**config.mk**
```make
export PLATFORM = sky130hd
export DESIGN_NAME = adder_chunked_nb
export DESIGN_NICKNAME = d
export VERILOG_FILES = /design/src/rtl/adder_chunked_nb.sv
export SDC_FILE = /design/constraint.sdc
export NUM_CORES = 1
export LEC_CHECK = 0
export CAP_MARGIN = 20
export CELL_PAD_IN_SITES_DETAIL_PLACEMENT = 1
export CELL_PAD_IN_SITES_GLOBAL_PLACEMENT = 1
export CORE_ASPECT_RATIO = 2
export CORE_MARGIN = 3
export CORE_UTILIZATION = 40
export DETAILED_ROUTE_END_ITERATION = 7
export PLACE_DENSITY_LB_ADDON = 0.2
export SETUP_SLACK_MARGIN = 0.02
export SYNTH_ARGS = -nofsm -noshare
export SYNTH_HDL_FRONTEND = slang
export SYNTH_SLANG_ARGS = --single-unit
```
**constraint.sdc**
```tcl
create_clock -name clk -period 6.45 [get_ports clk]
set_clock_uncertainty 0.15 [all_clocks]
set_input_delay 0.9675 -clock clk [delete_from_list [all_inputs] [get_ports clk]]
set_output_delay 0.9675 -clock clk [all_outputs]
set_load 0.01 [all_outputs]
```
**src/rtl/adder_chunked_nb.sv**
```systemverilog
`default_nettype none
// ============================================================================
//  Module      : adder_chunked_nb
//  Description : Multi-cycle chunked ripple adder/subtractor. Adds CHUNK bits
//                per clock, LSB chunk first, with a 1-bit inter-chunk carry.
//  Revision    : 1.0 - initial release
// ============================================================================
module adder_chunked_nb #(
    parameter int WIDTH = 16,
    parameter int CHUNK = 4
) (
    input  logic             clk,
    input  logic             rst,
    input  logic             in_valid,
    output logic             in_ready,
    input  logic [WIDTH-1:0] a,
    input  logic [WIDTH-1:0] b,
    input  logic             cin,
    input  logic             sub,
    output logic             out_valid,
    input  logic             out_ready,
    output logic [WIDTH-1:0] sum,
    output logic             cout,
    output logic             ovf
);

    localparam int c_NCH = WIDTH / CHUNK;
    localparam int c_IW  = (c_NCH > 1) ? $clog2(c_NCH) : 1;

    typedef enum logic [1:0] {
        S_IDLE = 2'd0,
        S_RUN  = 2'd1,
        S_DONE = 2'd2
    } state_t;

    state_t            r_state;
    state_t            w_next;
    logic [WIDTH-1:0]  r_a;
    logic [WIDTH-1:0]  r_b;
    logic              r_carry;
    logic [c_IW-1:0]   r_idx;

    logic [31:0]       w_base;
    logic [CHUNK-1:0]  w_ca;
    logic [CHUNK-1:0]  w_cb;
    logic [CHUNK:0]    w_csum;
    logic              w_msb_cin;
    logic              w_last;

    assign w_base = 32'(r_idx) * 32'(CHUNK);
    assign w_ca   = r_a[w_base +: CHUNK];
    assign w_cb   = r_b[w_base +: CHUNK];
    assign w_csum = {1'b0, w_ca} + {1'b0, w_cb} + {{CHUNK{1'b0}}, r_carry};
    assign w_last = (r_idx == c_IW'(c_NCH - 1));

    // Carry into the top bit recovered from the sum bit and its two addends.
    assign w_msb_cin = w_csum[CHUNK-1] ^ w_ca[CHUNK-1] ^ w_cb[CHUNK-1];

    assign in_ready  = (r_state == S_IDLE);
    assign out_valid = (r_state == S_DONE);

    always_ff @(posedge clk) begin
        if (rst) begin
            r_state <= S_IDLE;
        end else begin
            r_state <= w_next;
        end
    end

    always_comb begin
        w_next = r_state;
        case (r_state)
            S_IDLE:  if (in_valid) w_next = S_RUN;
            S_RUN:   if (w_last)   w_next = S_DONE;
            S_DONE:  if (out_ready) w_next = S_IDLE;
            default: w_next = S_IDLE;
        endcase
    end

    always_ff @(posedge clk) begin
        if (rst) begin
            r_a     <= '0;
            r_b     <= '0;
            r_carry <= 1'b0;
            r_idx   <= '0;
            sum     <= '0;
            cout    <= 1'b0;
            ovf     <= 1'b0;
        end else begin
            case (r_state)
                S_IDLE: begin
                    if (in_valid) begin
                        // Subtraction folds into addition: A + ~B + 1.
                        r_a     <= a;
                        r_b     <= b ^ {WIDTH{sub}};
                        r_carry <= sub | cin;
                        r_idx   <= '0;
                    end
                end
                S_RUN: begin
                    sum[w_base +: CHUNK] <= w_csum[CHUNK-1:0];
                    r_carry              <= w_csum[CHUNK];
                    r_idx                <= r_idx + c_IW'(1);
                    if (w_last) begin
                        cout <= w_csum[CHUNK];
                        ovf  <= w_msb_cin ^ w_csum[CHUNK];
                    end
                end
                default: begin
                end
            endcase
        end
    end

endmodule
`default_nettype wire

```
After elaboration in Yosys (flattened, before gate mapping)
Index checks and enable logic that the tools add are counted.
W data, S select, Z words.
{"block": "word_totals", "reg_bits": 55, "input_bits": 38, "output_inout_bits": 20, "wordCells": 42}
{"block": "classes", "addsub": 4, "n_eq_ne": 6, "shifts": 4, "mux": 9, "n_bitwise": 5, "n_reduce_logical": 6}
{"operator": "$neg A4 Y34", "n": 1}
{"operator": "$shift A4 B34 Y16 const A", "n": 1}
{"operator": "$shiftx A4 B34 Y16", "n": 1}
{"operator": "$shiftx A16 B5 Y4", "n": 2}
{"operator": "$bwmux W16", "n": 1}
{"operator": "$xor A16 B16 Y16", "n": 1}
{"operator": "$mux W2", "n": 4}
{"operator": "$pmux W2 S3", "n": 1}
{"operator": "$reduce_and A2 Y1", "n": 3}
{"operator": "$add A4 B4 Y5", "n": 1}
{"operator": "$add A5 B1 Y5", "n": 1}
{"operator": "$eq A2 B2 Y1 const B", "n": 2}
{"operator": "$ne A2 B2 Y1 const B", "n": 2}
{"operator": "$pmux W2 S2", "n": 1}
{"operator": "$reduce_and A3 Y1", "n": 1}
{"operator": "$xor A1 B1 Y1", "n": 3}
{"operator": "$add A2 B1 Y2 const B", "n": 1}
{"operator": "$eq A2 B1 Y1 const B", "n": 1}
{"operator": "$logic_not A2 Y1", "n": 1}
{"operator": "$ne A2 B1 Y1 const B", "n": 1}
{"operator": "$pmux W1 S2", "n": 1}
{"operator": "$reduce_bool A2 Y1", "n": 1}
{"operator": "$mux W1", "n": 1}
{"operator": "$or A1 B1 Y1", "n": 1}

Depth between registers and ports, before layout
Gate-level depths: netlist (run 1).
{"block": "logic_depth", "ltp_word": 6, "depth_mapped": 9}

Worst setup path before layout (run 1)
Ideal clock, no wire load.
{"block": "synth_timing", "path_kind": "reg2reg", "from": "register r_idx[0]", "to": "register ovf", "arrival_time_ns": 3.060, "required_time_ns": 6.221, "path_slack_ns": 3.161, "stages_incl_launch_ff": 10, "path_buffers": 1, "path_cell_list": "dfxtp_1 buf_2 mux4_2 fa_1 fa_1 a21o_1 a21oi_1 xnor3_1 xnor2_1 a211oi_2"}
{"block": "synth_between", "elab_chain_len": 6, "elab_cells_between_ends": 9, "classes_between": "add/sub (2); eq/ne (1); shift (2); bitwise (3); reduce/logical (1)"}
{"item": "start, declared", "line_no": "41", "text": "logic [c_IW-1:0] r_idx;"}
{"item": "start signal, assigned", "line_no": "103", "text": "r_idx <= r_idx + c_IW'(1);"}
{"item": "$shiftx A16 B5 Y4 (on tied branches)", "line_no": "51, 52"}
{"item": "$add A4 B4 Y5", "line_no": "53", "text": "assign w_csum = {1'b0, w_ca} + {1'b0, w_cb} + {{CHUNK{1'b0}}, r_carry};"}
{"item": "$add A5 B1 Y5", "line_no": "53"}
{"item": "$xor A1 B1 Y1 (2 in a row)", "line_no": "57", "text": "assign w_msb_cin = w_csum[CHUNK-1] ^ w_ca[CHUNK-1] ^ w_cb[CHUNK-1];"}
{"item": "$xor A1 B1 Y1", "line_no": "106", "text": "ovf <= w_msb_cin ^ w_csum[CHUNK];"}
{"item": "end signal, assigned", "line_no": "106"}
{"item": "end, declared", "line_no": "24", "text": "output logic ovf"}
Several ways; a longest one is shown, not always the timed one.
A chain may end at the register's enable or synchronous reset.

Worst setup path after layout (run 1)
Same ends and word-level chain as after synthesis.

==> results of run 1 <==
[synthesized netlist by cell type, types with 2 or more instances]
library cell                n  share of area
sky130_fd_sc_hd__fa_1       2          0.016
sky130_fd_sc_hd__nand2_1   40          0.060
sky130_fd_sc_hd__a21o_1     2         0.0060
sky130_fd_sc_hd__ha_1       9          0.045
sky130_fd_sc_hd__and2_1     2         0.0050
sky130_fd_sc_hd__nor2_1    43          0.065
sky130_fd_sc_hd__a21oi_1   22          0.044
sky130_fd_sc_hd__and4_1     2         0.0070
sky130_fd_sc_hd__nor2b_1    2         0.0050
sky130_fd_sc_hd__buf_2      3         0.0060
sky130_fd_sc_hd__a211oi_1  17          0.051
sky130_fd_sc_hd__clkbuf_1  14          0.021
sky130_fd_sc_hd__dfxtp_1   55           0.44
sky130_fd_sc_hd__inv_1      3         0.0045
sky130_fd_sc_hd__xnor2_1   18          0.063
sky130_fd_sc_hd__mux4_2     8          0.072
sky130_fd_sc_hd__a22oi_1   16          0.048
[metal layers]
| metal | vias up | GRT usage | wire length (microns) |
|---|---|---|---|
| met5 | - | 0 | 0 |
| met3 | 18 | 0.03622 | 178 |
| met1 | 980 | 0.1985 | 2259 |
| met2 | 44 | 0.3445 | 3626 |
| li1 | 1021 | - | - |
| met4 | 0 | 0.08632 | 218 |
[area by class of cell]
type / count / share of cell area
sequential: 55 / 0.3387
multi-input combinational: 193 / 0.4038
clock buffer: 6 / 0.04273
tap: 63 / 0.02425
inverter: 3 / 0.003464
timing repair buffer: 58 / 0.1763
clock inverter: 2 / 0.01078
[worst min-delay path, stage by stage, from the launching register on]
cell and delay, ns:
sky130_fd_sc_hd__dfxtp_1 0.31, sky130_fd_sc_hd__nand2_1 0.05, sky130_fd_sc_hd__a21oi_1 0.06
[kinds of logic (layout without fill, tap and decap cells)]
family          count (synthesis)  in the layout  share of synthesized area
xor+xnor                       20             20                    0.07569
flops                          55             55                     0.4411
fa+ha+maj                      11             11                    0.06115
buf+inv                        21             69                    0.03308
mux                             9              9                    0.07619
simple gates                   94             94                     0.1549
compound gates                 59             59                     0.1579
[per-stage QoR]
step / utilization / setup slack, ns / instance area [sq um] / cells
detailed placement: 0.5123 / 2.772 / 3077 / 372
floorplan: - / 3.161 / 2496 / 269
global route: 0.5413 / 2.548 / 3251 / 380
CTS: 0.5413 / 2.753 / 3251 / 380
global placement: 0.5123 / 2.884 / 3077 / 372
finish: 0.5413 / 2.772 / 3251 / 380
[power by group]
group | switching, W | leakage [nW] | internal, W
Sequential | 0.0000163 | 0.450 | 0.000358
Clock | 0.000119 | 0.0868 | 0.000193
Combinational | 0.0000691 | 0.676 | 0.0000684
[cells in the final DEF, fill, tap and decap left out, types with 5 or more instances in the layout]
| cell | count |
|---|---|
| sky130_fd_sc_hd__nand2_1 | 40 |
| sky130_fd_sc_hd__nor2_1 | 43 |
| sky130_fd_sc_hd__clkbuf_16 | 5 |
| sky130_fd_sc_hd__a21oi_1 | 22 |
| sky130_fd_sc_hd__clkdlybuf4s50_1 | 56 |
| sky130_fd_sc_hd__dfxtp_1 | 55 |
| sky130_fd_sc_hd__a22oi_1 | 16 |
| sky130_fd_sc_hd__xnor2_1 | 18 |
| sky130_fd_sc_hd__ha_1 | 9 |
| sky130_fd_sc_hd__a211oi_1 | 17 |
| sky130_fd_sc_hd__mux4_2 | 8 |
[state kept, by name (all words and copies together), names as in the netlist]
signal / count
r_carry: 1
r_b: 16
sum: 16
ovf: 1
r_idx: 2
cout: 1
r_a: 16
r_state: 2
[path summary, 6_finish.rpt]
kind                              start             endpoint  slack (ns)  depth (start not counted)
setup reg to reg  r_idx[0]$_SDFFE_PP0P_     ovf$_SDFFE_PP0P_        2.77                          8
hold reg to reg     r_a[5]$_SDFFE_PP0P_  r_a[5]$_SDFFE_PP0P_        0.31                          2
hold / removal      r_a[5]$_SDFFE_PP0P_  r_a[5]$_SDFFE_PP0P_        0.31                          2
setup / recovery  r_idx[0]$_SDFFE_PP0P_     ovf$_SDFFE_PP0P_        2.77                          8
==> results.txt, run 1 <==
Category of the most critical setup path: reg -> reg. Together, buffers and inverters on the worst path number 0. The detail-routed via count per cell is 5.429, and the die area is 0.007282 sq mm.

The number of endpoints with negative hold slack in the final report is 0. The worst setup path is captured at a register. For the worst-skew pair, the clock arrives at the later sink with an insertion delay of 0.29 ns. At the end of the flow, the number of nets in the layout was 365. The initial standard-cell utilization of the core was 0.4156. Among the stages of the critical path, the cell type that occurs most often is sky130_fd_sc_hd__fa_1. H-tree level count: 2.

Share of the cycle needed by the critical path after routing: 0.5702. During I/O placement, the number of pins put on the boundary was 58. In the synthesized netlist the dominant register cell turns out to be sky130_fd_sc_hd__dfxtp_1. Synthesis produced a netlist with a net count of 318. Hold repair after CTS inserted 0 buffers.

The global-route wire length before repair is 10360 microns, and the final hold slack is 0.3100 ns. The clock slew seen by the registers of the worst setup and hold paths works out to 0.07 ns. Floorplan die width: 61.86 microns. The slowest cell on the critical path was sky130_fd_sc_hd__dfxtp_1. The buffers inserted during post-CTS setup optimization is 0. For the pin with the worst max-slew slack, the measured transition is 1.015 ns. The portion of the post-synthesis area used by sequential elements was 0.4411. STA puts the critical path data arrival time at 3.74 ns.

In the final layout, the multi-input gates occupy 0.001313 sq mm. The proportion of synthesized flip-flops having asynchronous set or reset came out at 0. The class of the most critical hold timing path was reg -> reg.

The number of vias after detailed routing is 2063, and the maximum clock path buffer count is 2. The sum of internal, switching and leakage power came out at 0.0008249 W. The maximum ir drop on the vdd rail is 0.1654 mV.

The routability congestion estimate from global placement was 0.8397. The quantity of I/O buffers inserted on ports came out at 57. The HPWL after detailed placement is 4666 microns.

The repair_antennas step left the layout with diodes totalling 0. In this run, post-CTS repair resized a total of 0 instances. Counting the fill cells in the layout gives 672. The combined area of all synthesized cells is 0.002496 sq mm, and the summed negative setup slack over all endpoints is 0 ns. Yosys printed 0 warnings. The fraction of layout instances using a drive strength above 1 was 0.05994; the flip-flop and latch count after synthesis was 55.

TritonCTS built the clock tree. The tools report the maximum clock frequency as 271.9 MHz. For the setup violation total in the final timing report, the log shows 0. The region available for standard cell placement spans 0.006006 sq mm. The minimum clock period came out at 3.678 ns.

Number of search-and-repair iterations in the first detailed-routing pass: 4. Power spread over the standard cell area amounts to 253.8 mW/mm^2. The cell count after synthesis came out at 269.

The delay contributed by the slowest stage of the critical path is 0.81 ns, and the violation count after the first detailed-routing iteration is 57. The logs give 0.1914 for the combined global-route utilization of all metal layers and 0 for the total count of max-transition violations in the final report. TritonCTS buffer count: 5.

Buffer type at the clock tree root: sky130_fd_sc_hd__clkbuf_16. The number of sinks on the clock net came out at 55. STA classifies the critical path startpoint as a register. Largest fanout of any net on the critical path: 15. The total congestion overflow after global routing came out at 0. The tools report the relative slew slack as 0.3231.

Counting flops with a built-in enable in the synthesized netlist gives 0. The number of different library cells in the post-synthesis netlist is 28. For this design the static power due to leakage is 1.213 nW. The run finished with clean final reports.

The data required time at the worst endpoint was 6.51 ns; the largest net degree at the start of global routing was 56. After detailed routing, the number of remaining DRC violations is 0. The number of antenna violations at the first check in global routing came out at 0.

Once detail routing completed, the nets flagged for antenna violations numbered 0. The relative area change from synthesis to final layout was 30.23%; the count of standard-cell rows was 40. The tool flagged a number of max-cap violations equal to 0. Setup repair after global routing left no endpoint under its margin. The critical path goes through mux4_2, fa_1, fa_1, a21o_1, a21oi_1, xnor3_1, xnor2_1, a211oi_2. Broken down by cell family, the worst path's largest delay share belongs to adder cells. The final wirelength is 6283 microns, and the overall die height is 117.7 microns. After detailed routing, the average wire length per cell comes to 16.53 microns.

The mean instance size in the synthesized netlist was 9.279 sq um. Combined flip-flop and latch cell area: 0.001101 sq mm. The via count of the first global-routing pass is 2143.
(Power assumes the default switching activity.)
==> run 2: changes to the inputs <==
Settings changed: CORE_UTILIZATION 40 to 34.
Clock period 6.45 ns to 3.25 ns, I/O delays scaled along.
==> results.txt, run 2 (synthesis gave the netlist of run 1 again) <==
Total congestion overflow after global routing: 0 (unchanged). The power per cell area is 485.3 mW/mm^2 (+91%). The startpoint of the worst hold path is r_a[1]$_SDFFE_PP0P_. The delay contributed by the slowest stage of the critical path is 0.56 ns (-0.25 ns). The number of DRC violations after detailed routing was 0 (unchanged); the via count of the first global-routing pass was 2128 (-0.70%). The share of the cycle needed by the critical path after routing was 0.9435 (+0.3732). The area of combinational cells with multiple inputs is 0.001316 sq mm (+0.29%). The total stage count of the critical path was 8 (unchanged); the number of antenna violations at the first check in global routing was 0 (unchanged). For the setup slack of the most critical reg-to-reg path, the log shows 0.18 ns (-2.59 ns).

In the final layout, the registers with the most flip-flops are r_a: 16 flops, r_b: 16 flops, sum: 16 flops. The tightest min-delay check is of the reg -> reg type. The post-detailed-route wirelength per cell was 15.63 microns (-5.4%). In this run the most used layer during global routing was met2. The path with the worst hold slack has its endpoint at r_a[1]$_SDFFE_PP0P_. The fraction of layout instances using a drive strength above 1 came out at 0.08050 (+0.02056). Clock slew seen by the registers of the worst setup and hold paths: 0.07 ns (about the same). The run finished with clean final reports. The switching share of power is 0.2468 (-0.001640), and the maximum ir drop on the vdd rail is 0.2677 mV (+62%). Sequential group share of total power: 0.456 (+0.002). Die area: 0.008468 sq mm (+16%). For the TritonCTS buffer count, the log shows 5 (unchanged).

The summed negative setup slack over all endpoints is 0 ns (unchanged), and the quantity of I/O buffers inserted on ports is 57 (unchanged). For the number of nets in the layout, the log shows 372 (+1.9%). The number of vias after detailed routing is 2075 (+0.58%), and the detailed placement HPWL is 4798 microns (+2.8%). The routability congestion estimate from global placement is 0.7428 (-12%). In the layout the commonest cells are sky130_fd_sc_hd__clkdlybuf4s50_1, sky130_fd_sc_hd__dfxtp_1, sky130_fd_sc_hd__nor2_1. The run gives 0.180 (+0.013) as the relative contribution of combinational cells to total power. The data required time at the worst endpoint is 3.30 ns (-3.21 ns). For the number of fillers in the final layout, the log shows 813 (+21%).

The cell occurring most often along the worst timing path is sky130_fd_sc_hd__fa_1. The overall die height came out at 127.2 microns (+8.0%). The logs give 2 (unchanged) for the H-tree level count and 57 (unchanged) for the violation count after the first detailed-routing iteration. The logs give 0.007048 sq mm (+17%) for the area of the placeable core and 0.0003984 W (+94%) for the switching power summed over all nets. The logs give 43 (+7.5%) for the count of standard-cell rows and 0.1663 (-0.02510) for the combined global-route utilization of all metal layers. The tools report the number of endpoints with negative hold slack in the final report as 0 (unchanged). The maximum clock path buffer count was 2 (unchanged); the leakage power total was 1.240 nW (+2.2%). Traced cell by cell, the critical path runs through mux4_2, fa_1, fa_1, a21o_1, a21oi_2, xnor3_1, xnor2_1, a211oi_2.

The number of placed I/O pins is 58 (unchanged), and the worst hold path stage count is 2 (unchanged). The design internal power was 0.001216 W (+96%). The setup violation total in the final timing report was 0 (unchanged). The number of buffers added to fix hold violations after cts was 0 (unchanged). STA classifies the critical path startpoint as a register.

The library cell used most frequently in the layout, excluding fill and tap cells, is sky130_fd_sc_hd__clkdlybuf4s50_1. Broken down by cell family, the worst path's largest delay share belongs to adder cells. The worst register-to-register path ends at ovf$_SDFFE_PP0P_.

TritonCTS built the clock tree. Number of sinks on the clock net: 55 (unchanged). The minimum clock period was 3.066 ns (-0.6118 ns). The detail-routed via count per cell is 5.024 (-7.5%), and the met3 usage is 0.02111 (-0.01512).

Setup repair after global routing left no endpoint under its margin. The buffering stage count on the worst path with inverters included is 0 (unchanged). The worst setup path is of the reg -> reg kind. The slowest stage of the critical path is the sky130_fd_sc_hd__mux4_2 cell. For the global-route wire length before repair, the log shows 10700 microns (+3.3%). The largest fanout of any net on the critical path was 4 (-11); the fraction of met1 tracks used by global routing was 0.1749 (-0.02354). Number of cells traversed by the worst register-to-register path: 8 (unchanged). The tools report the critical path startpoint as r_idx[0]$_SDFFE_PP0P_. The startpoint identified for the worst register-to-register timing path is r_idx[0]$_SDFFE_PP0P_. The floorplan die width was 66.59 microns (+7.6%); the utilization of the core after routing was 0.4720 (-0.06921). The logs give 0 (unchanged) for the total of max-cap violations and 0.364 (-0.015) for the clock share of power. Transition time of the tightest slew-check pin: 1.036 ns (+0.02099 ns).

STA classifies the critical path endpoint as a register. Largest net degree at the start of global routing: 56 (unchanged). Clock tree synthesis selected as its root buffer the cell sky130_fd_sc_hd__clkbuf_16. The number of search-and-repair iterations in the first detailed-routing pass came out at 4 (unchanged).

The tools report the total count of max-transition violations in the final report as 0 (unchanged). The combined flip-flop and latch cell area was 0.001102 sq mm (+0.11%); the maximum clock frequency was 326.1 MHz (+20%). The final antenna diode count was 0 (unchanged); the relative slew slack was 0.3091 (-0.01399). The insertion delay of the later-clocked pin in the worst-skew pair was 0.29 ns (about the same).

The run gives 0 (unchanged) as the post-detailed-route count of antenna-violating nets. The met2 usage in global routing is 0.3203 (-0.02423). The tools report the initial standard-cell utilization of the core as 0.3542 (-0.06146).

The tools report the data arrival time at the worst-slack endpoint as 3.11 ns (-0.63 ns). Final wirelength: 6457 microns (+2.8%). Compared with the post-synthesis result, the final layout area differs by 33.28%.
[run 2: changes by cell type in the layout (fill, tap and decap cells not counted)]
cell / change
sky130_fd_sc_hd__buf_4: +7
sky130_fd_sc_hd__a21oi_1: -1
sky130_fd_sc_hd__a21oi_2: +1
sky130_fd_sc_hd__clkbuf_1: +1
sky130_fd_sc_hd__clkbuf_8: -1
sky130_fd_sc_hd__clkinv_2: -1
sky130_fd_sc_hd__dfxtp_1: -1
sky130_fd_sc_hd__dfxtp_2: +1
[run 2: what timing repair did]
| item | in CTS | in global routing |
|---|---|---|
| buffers inserted | 0 | 0 |
| resized for setup | 1 | 1 |
| setup endpoints to repair | 1 | 1 |
[run 2: power groups by stage]
stage	Sequential (W)	Clock [W]	Combinational [W]
finish	0.000736	0.000587	0.000291
global route	0.000740	0.000627	0.000324
CTS	0.000737	0.000606	0.000297
detailed placement	0.000750	0	0.000295
global placement	0.000749	0	0.000289
floorplan	0.000743	0	0.000180
[run 2: layer usage]
metal	part of all wire	vias up
li1	-	1037
met1	0.36	992
met2	0.59	35
met3	0.025	11
met4	0.024	0
met5	0	-
[run 2: cell type report]
cell class	count	area share
Tap cell	90	0.03385
Sequential cell	55	0.3313
Clock inverter	1	0.009026
Inverter	3	0.003385
Clock buffer	6	0.03874
Multi-Input combinational cell	193	0.3956
Timing Repair Buffer	65	0.1880
[run 2: metrics by stage]
stage                     setup WS (ns)  hold slack, ns  power (W)  instance area (sq um)  instances
after floorplan                 0.02618          0.2831  0.0009227                   2499        269
after global placement           0.2152          0.2967   0.001037                   3163        406
after detailed placement        0.07112          0.3009   0.001045                   3163        406
after CTS                       0.08310          0.3104   0.001641                   3323        413
after global routing            0.06924          0.3466   0.001691                   3327        413
final                            0.1837          0.3086   0.001615                   3327        413
[run 2: worst max path at each step]
stage	to	slack, ns
finish	ovf$_SDFFE_PP0P_	0.18
global route	ovf$_SDFFE_PP0P_	0.07
floorplan	ovf$_SDFFE_PP0P_	0.03
detailed placement	ovf$_SDFFE_PP0P_	0.07
CTS	ovf$_SDFFE_PP0P_	0.08
global placement	ovf$_SDFFE_PP0P_	0.22
[run 2: worst reg2reg max path: stages (launching register included)]
cell and delay [ns]:
sky130_fd_sc_hd__dfxtp_2 0.40, sky130_fd_sc_hd__mux4_2 0.56, sky130_fd_sc_hd__fa_1 0.44, sky130_fd_sc_hd__fa_1 0.43
sky130_fd_sc_hd__a21o_1 0.21, sky130_fd_sc_hd__a21oi_2 0.17, sky130_fd_sc_hd__xnor3_1 0.25, sky130_fd_sc_hd__xnor2_1 0.15
sky130_fd_sc_hd__a211oi_2 0.21
